`src/rtl/ram_arbiter_pkg.sv`:
```
// ram_arbiter_pkg: FSM state encoding and requester IDs shared by the arbiter and its picker.
// Each grant state has the same encoding as its requester ID, so the state register is also the last-grant ID.
package ram_arbiter_pkg;
    typedef enum logic [1:0] {IDLE = 2'd0, GV = 2'd1, GC = 2'd2, GL = 2'd3} state_t;
    localparam logic [1:0] ID_N = 2'd0;
    localparam logic [1:0] ID_V = 2'd1;
    localparam logic [1:0] ID_C = 2'd2;
    localparam logic [1:0] ID_L = 2'd3;
endpackage

```
`src/rtl/ram_pick.sv`:
```
// ram_pick: combinational priority picker; video > CPU > loader, with the loader promoted over the CPU when starved.
module ram_pick
    import ram_arbiter_pkg::*;
(
    input  logic       i_vreq,
    input  logic       i_creq,
    input  logic       i_lreq,
    input  logic [1:0] i_last,
    input  logic       i_starve,
    output logic [1:0] o_win
);
    logic w_ev, w_ec, w_el;
    // The requester acked this cycle still shows req high, so it sits out one edge.
    assign w_ev  = i_vreq && i_last != ID_V;
    assign w_ec  = i_creq && i_last != ID_C;
    assign w_el  = i_lreq && i_last != ID_L;
    assign o_win = w_ev ? ID_V : (i_starve && w_el) ? ID_L : w_ec ? ID_C : w_el ? ID_L : ID_N;
endmodule

```
`src/rtl/ram_arbiter.sv`:
```
// ram_arbiter: shares one single-port synchronous RAM between video reads, CPU reads/writes and loader writes.
// Read data returns two cycles after the grant cycle and is steered to its port by a pipeline tag.
module ram_arbiter
    import ram_arbiter_pkg::*;
#(
    parameter int KB     = 64,
    parameter int STARVE = 8,
    localparam int AW    = $clog2(KB * 1024)
)(
    input  logic          clock,
    input  logic          reset,
    input  logic          vreq,
    input  logic [AW-1:0] va,
    output logic          vack,
    output logic          vvalid,
    output logic [7:0]    vq,
    input  logic          creq,
    input  logic          cwe,
    input  logic [AW-1:0] ca,
    input  logic [7:0]    cd,
    output logic          cack,
    output logic          cvalid,
    output logic [7:0]    cq,
    input  logic          lreq,
    input  logic [AW-1:0] la,
    input  logic [7:0]    ld,
    output logic          lack,
    output logic          ram_we,
    output logic [AW-1:0] ram_a,
    output logic [7:0]    ram_d,
    input  logic [7:0]    ram_q
);
    localparam int CW = $clog2(STARVE + 1);

    state_t        r_state, w_next;
    logic          r_arm;
    logic [CW-1:0] r_cnt;
    logic [1:0]    r_tag;
    logic [1:0]    w_win;
    logic          w_starve;
    logic          r_we, r_vvalid, r_cvalid;
    logic [AW-1:0] r_a;
    logic [7:0]    r_d, r_vq, r_cq;

    assign w_starve = r_cnt == CW'(STARVE);

    ram_pick u_pick (
        .i_vreq   (vreq),
        .i_creq   (creq),
        .i_lreq   (lreq),
        .i_last   (r_state),
        .i_starve (w_starve),
        .o_win    (w_win)
    );

    // The first edge after reset only arms the arbiter, so no grant is selected on it.
    always_comb begin
        w_next = IDLE;
        w_next = r_arm ? state_t'(w_win) : IDLE;
    end

    always_ff @(posedge clock or posedge reset)
        if (reset) r_state <= IDLE;
        else r_state <= w_next;

    always_ff @(posedge clock or posedge reset) begin
        if (reset) begin
            r_arm    <= 1'b0;
            r_cnt    <= '0;
            r_tag    <= ID_N;
            r_we     <= 1'b0;
            r_a      <= '0;
            r_d      <= '0;
            r_vvalid <= 1'b0;
            r_cvalid <= 1'b0;
            r_vq     <= '0;
            r_cq     <= '0;
        end else begin
            r_arm <= 1'b1;
            r_cnt <= (!lreq || w_next == GL) ? '0 : (r_arm && !w_starve) ? r_cnt + 1'b1 : r_cnt;
            r_we  <= w_next == GL || (w_next == GC && cwe);
            if (w_next == GV) r_a <= va;
            else if (w_next == GC) begin
                r_a <= ca;
                r_d <= cd;
            end else if (w_next == GL) begin
                r_a <= la;
                r_d <= ld;
            end
            // Tag the read whose address the RAM captures at the end of this grant cycle.
            r_tag    <= (r_state == GV) ? ID_V : (r_state == GC && !r_we) ? ID_C : ID_N;
            r_vvalid <= r_tag == ID_V;
            r_cvalid <= r_tag == ID_C;
            if (r_tag == ID_V) r_vq <= ram_q;
            if (r_tag == ID_C) r_cq <= ram_q;
        end
    end

    assign vack   = r_state == GV;
    assign cack   = r_state == GC;
    assign lack   = r_state == GL;
    assign vvalid = r_vvalid;
    assign cvalid = r_cvalid;
    assign vq     = r_vq;
    assign cq     = r_cq;
    assign ram_we = r_we;
    assign ram_a  = r_a;
    assign ram_d  = r_d;
endmodule

```
`config.mk`:
```
export PLATFORM = sky130hd
export DESIGN_NAME = ram_arbiter
export DESIGN_NICKNAME = d
export VERILOG_FILES = /design/src/rtl/ram_arbiter_pkg.sv /design/src/rtl/ram_pick.sv /design/src/rtl/ram_arbiter.sv
export SDC_FILE = /design/constraint.sdc
export NUM_CORES = 1
export LEC_CHECK = 0
export ABC_AREA = 0
export BUFFER_PORTS_ARGS = -buffer_cell sky130_fd_sc_hd__buf_2
export CORE_MARGIN = 2
export CORE_UTILIZATION = 40
export CTS_BUF_LIST = sky130_fd_sc_hd__clkbuf_8 sky130_fd_sc_hd__clkbuf_16
export CTS_CLUSTER_DIAMETER = 60
export DETAILED_ROUTE_END_ITERATION = 16
export GPL_TIMING_DRIVEN = 0
export HOLD_SLACK_MARGIN = 0.15
export PLACE_DENSITY = 0.76
export SYNTH_ARGS = -nofsm -noshare
export SYNTH_HDL_FRONTEND = slang
export SYNTH_SLANG_ARGS = --single-unit
```
`constraint.sdc`:
```
create_clock -name clock -period 3 [get_ports clock]
set_input_delay 0.9 -clock clock [delete_from_list [all_inputs] [get_ports clock]]
set_output_delay 0.9 -clock clock [all_outputs]
set_load 0.05 [all_outputs]
```
==> run_results.csv <==
group,metric,value,unit
logic_synthesis,synth_top_cell_by_area,"dfrtp_1",
placed_design,port-buffer-count,123,
logic_synthesis,synth_cells,210,
clock_tree,path_clk_slew,100,ps
placed_design,gp_congestion,0.755,
worst_setup_path,critPathRequiredTime,2100,ps
worst_setup_path,path_max_fanout,5,
global_route,grt_pass1_wl,8970,um
clock_tree,ctsHoldBuffers,0,
clock_tree,ctsHtreeMaxLevel,2,
cells_and_area,syn2layout_area_growth,34.2,%
placed_design,dp.cells,409,
logic_synthesis,synth-edff-count,0,
floorplan,ios,124,
cells_and_area,layout_common_cells,"buf_2 (125), dfrtp_1 (52), mux2i_1 (24), nor2_1 (21), a21oi_1 (17)",
cells_and_area,diodes,0,
cells_and_area,multi_input_area,0.00100,mm2
job,max_cap_violations,0,
route,num_vias,2039,
worst_setup_path,start_kind,"flip-flop",
floorplan,rows,28,
cells_and_area,nets,421,
timing,tightest_slew,643,ps
logic_synthesis,synth-seq-cells,52,
worst_setup_path,path_class,"reg -> out",
logic_synthesis,ys_warn_count,0,
logic_synthesis,yosys_most_used_dff,"dfrtp_1",
clock_tree,cts_tree,"yes",
global_route,grt_antenna_before_repair,0,
route,wirelength,5610,um
logic_synthesis,synth_top_area_share,0.542,
power_and_ir_drop,p_per_area,756,mW/mm2
logic_synthesis,syn_nets,290,
logic_synthesis,synth_cell_types,33,
logic_synthesis,syn_area,0.00240,mm2
clock_tree,cts_sinks,52,
timing,setup_viol,0,
clock_tree,cts_root_buf,"clkbuf_8",
route,dr.pass1.iters,4,
global_route,grt_max_degree,33,
timing,fin_skew,8.06,ps
route,drt_iter0_drc,79,
global_route,first_global_vias,2007,
route,viasPerCell,4.89,
timing,rsz0062_at_grt,"false",
cells_and_area,stdcell_count,417,
timing,post-route-period-util,0.726,
route,final_antenna_net_count,0,
timing,fin_crit,2180,ps
power_and_ir_drop,p_leak,1.73,nW
power_and_ir_drop,vdd_ir_drop_max,0.455,mV
route,drc,0,
outcome,status,"completed",
placed_design,hpwl,4360,um
min_path,hold_path.class,"reg -> reg",
timing,slew_viol_final,0,
clock_tree,clk_latency,300,ps
clock_tree,post_cts_buffers,0,
timing,hold_viol,0,
timing,final.setup.tns,0,ps
route,wl_per_cell,13.5,um
cells_and_area,fill_cells,541,
global_route,grt_util_all_layers,0.176,
timing,relSlewSlack,0.571,
clock_tree,cts_repair_resize_count,0,
cells_and_area,regArea,0.00130,mm2
floorplan,chipHeight,81.5,um
worst_setup_path,r2r_setup_slack,920,ps
floorplan,die_w,81.5,um
logic_synthesis,synth-async-reset-ratio,1.00,
global_route,gr-total-overflow,0,
worst_setup_path,cp-end-kind,"primary output",
floorplan,initial_utilization,0.411,
clock_tree,cts-buffers-inserted,5,
timing,fmax,0.459,GHz
floorplan,dieArea,0.00664,mm2
cells_and_area,drive_gt1_frac,0.477,
logic_synthesis,syn_avg_cell_area,11.4,um2
cells_and_area,layout_commonest_cell,"buf_2",
logic_synthesis,synth.yosys.seq_area_share,0.542,
worst_setup_path,arrival,1280,ps
clock_tree,cts_buffer_depth,2,
logic_synthesis,synth_area_leaders,"dfrtp_1 (54%), mux2i_1 (10%), mux2_2 (7.5%)",
floorplan,core-area,0.00585,mm2
==> flip-flops by register name, summed over array words and instances (netlist names) <==
register	flops
cvalid	1
r_tag	2
r_arm	1
ram_d	8
vq	8
ram_a	16
vvalid	1
r_state	2
cq	8
r_cnt	4
ram_we	1
==> worst max-delay path, cell delays in order, from the launching register on <==
cell      delay [ps]
dfrtp_1          430
nand2b_1         190
inv_1             80
buf_2            270
==> power breakdown <==
group / total [mW] / internal [mW] / switching (mW)
Sequential: 0.941 / 0.860 / 0.0815
Clock: 0.402 / 0.166 / 0.237
Combinational: 1.09 / 0.299 / 0.794
Total: 2.44 / 1.32 / 1.11
==> cell usage after synthesis (2+ instances only) <==
| cell type | count |
|---|---|
| o21ai_1 | 9 |
| ha_1 | 2 |
| nor2b_1 | 3 |
| o22ai_1 | 16 |
| nand2_1 | 11 |
| nor2_1 | 21 |
| xor2_1 | 2 |
| inv_1 | 6 |
| nand3_1 | 3 |
| dfrtp_1 | 52 |
| buf_2 | 2 |
| mux2_2 | 16 |
| nand2b_1 | 2 |
| clkbuf_1 | 6 |
| a21oi_1 | 17 |
| buf_4 | 2 |
| mux2i_1 | 24 |
==> stage by stage <==
stage / hold WS (ps) / setup WS (ps) / utilization / power, mW / cell area, um2
global placement: 410 / 214 / 0.532 / 2.03 / 3110
detailed placement: 416 / 515 / 0.535 / 2.06 / 3130
CTS: 430 / 807 / 0.551 / 2.47 / 3220
finish: 422 / 823 / 0.551 / 2.44 / 3220
global route: 448 / 731 / 0.551 / 2.57 / 3220
floorplan: 527 / 842 / - / 1.77 / 2400
==> metal layers <==
| metal | routed length (um) | GRT usage |
|---|---|---|
| met1 | 2300 | 0.205 |
| met2 | 2810 | 0.316 |
| met3 | 453 | 0.0505 |
| met4 | 53 | 0.0458 |
| met5 | 0 | 0 |
==> path summary, 6_finish.rpt <==
path / start / to / cells after the start
hold / removal: ram_we$_DFF_PP0_ / r_tag[1]$_DFF_PP0_ / 1
setup reg to reg: r_cnt[0]$_DFFE_PP0P_ / ram_a[3]$_DFFE_PP0P_ / 8
setup / recovery: r_state[1]$_DFF_PP0_ / vack / 3
min in group asynchronous: reset / cq[2]$_DFFE_PP0P_ / 2
max in group asynchronous: reset / r_cnt[1]$_DFFE_PP0P_ / 3
hold reg to reg: ram_we$_DFF_PP0_ / r_tag[1]$_DFF_PP0_ / 1
==> area by class of cell <==
class,count,area share
buffer,11,0.0194
clock buffer,5,0.0213
clock inverter,3,0.00737
inverter,8,0.0109
multi-input combinational,139,0.311
sequential,52,0.404
tap,75,0.0291
timing repair buffer,124,0.197
==> cells by family after synthesis <==
group / count (synthesis) / synth area share
compound gates: 46 / 0.120
other cells: 1 / 0.00156
xor+xnor: 3 / 0.0109
buf+inv: 19 / 0.0406
fa+ha+maj: 2 / 0.0104
simple gates: 47 / 0.100
mux: 40 / 0.175
flops: 52 / 0.542
Note: power is estimated with default switching activity, not from simulation.
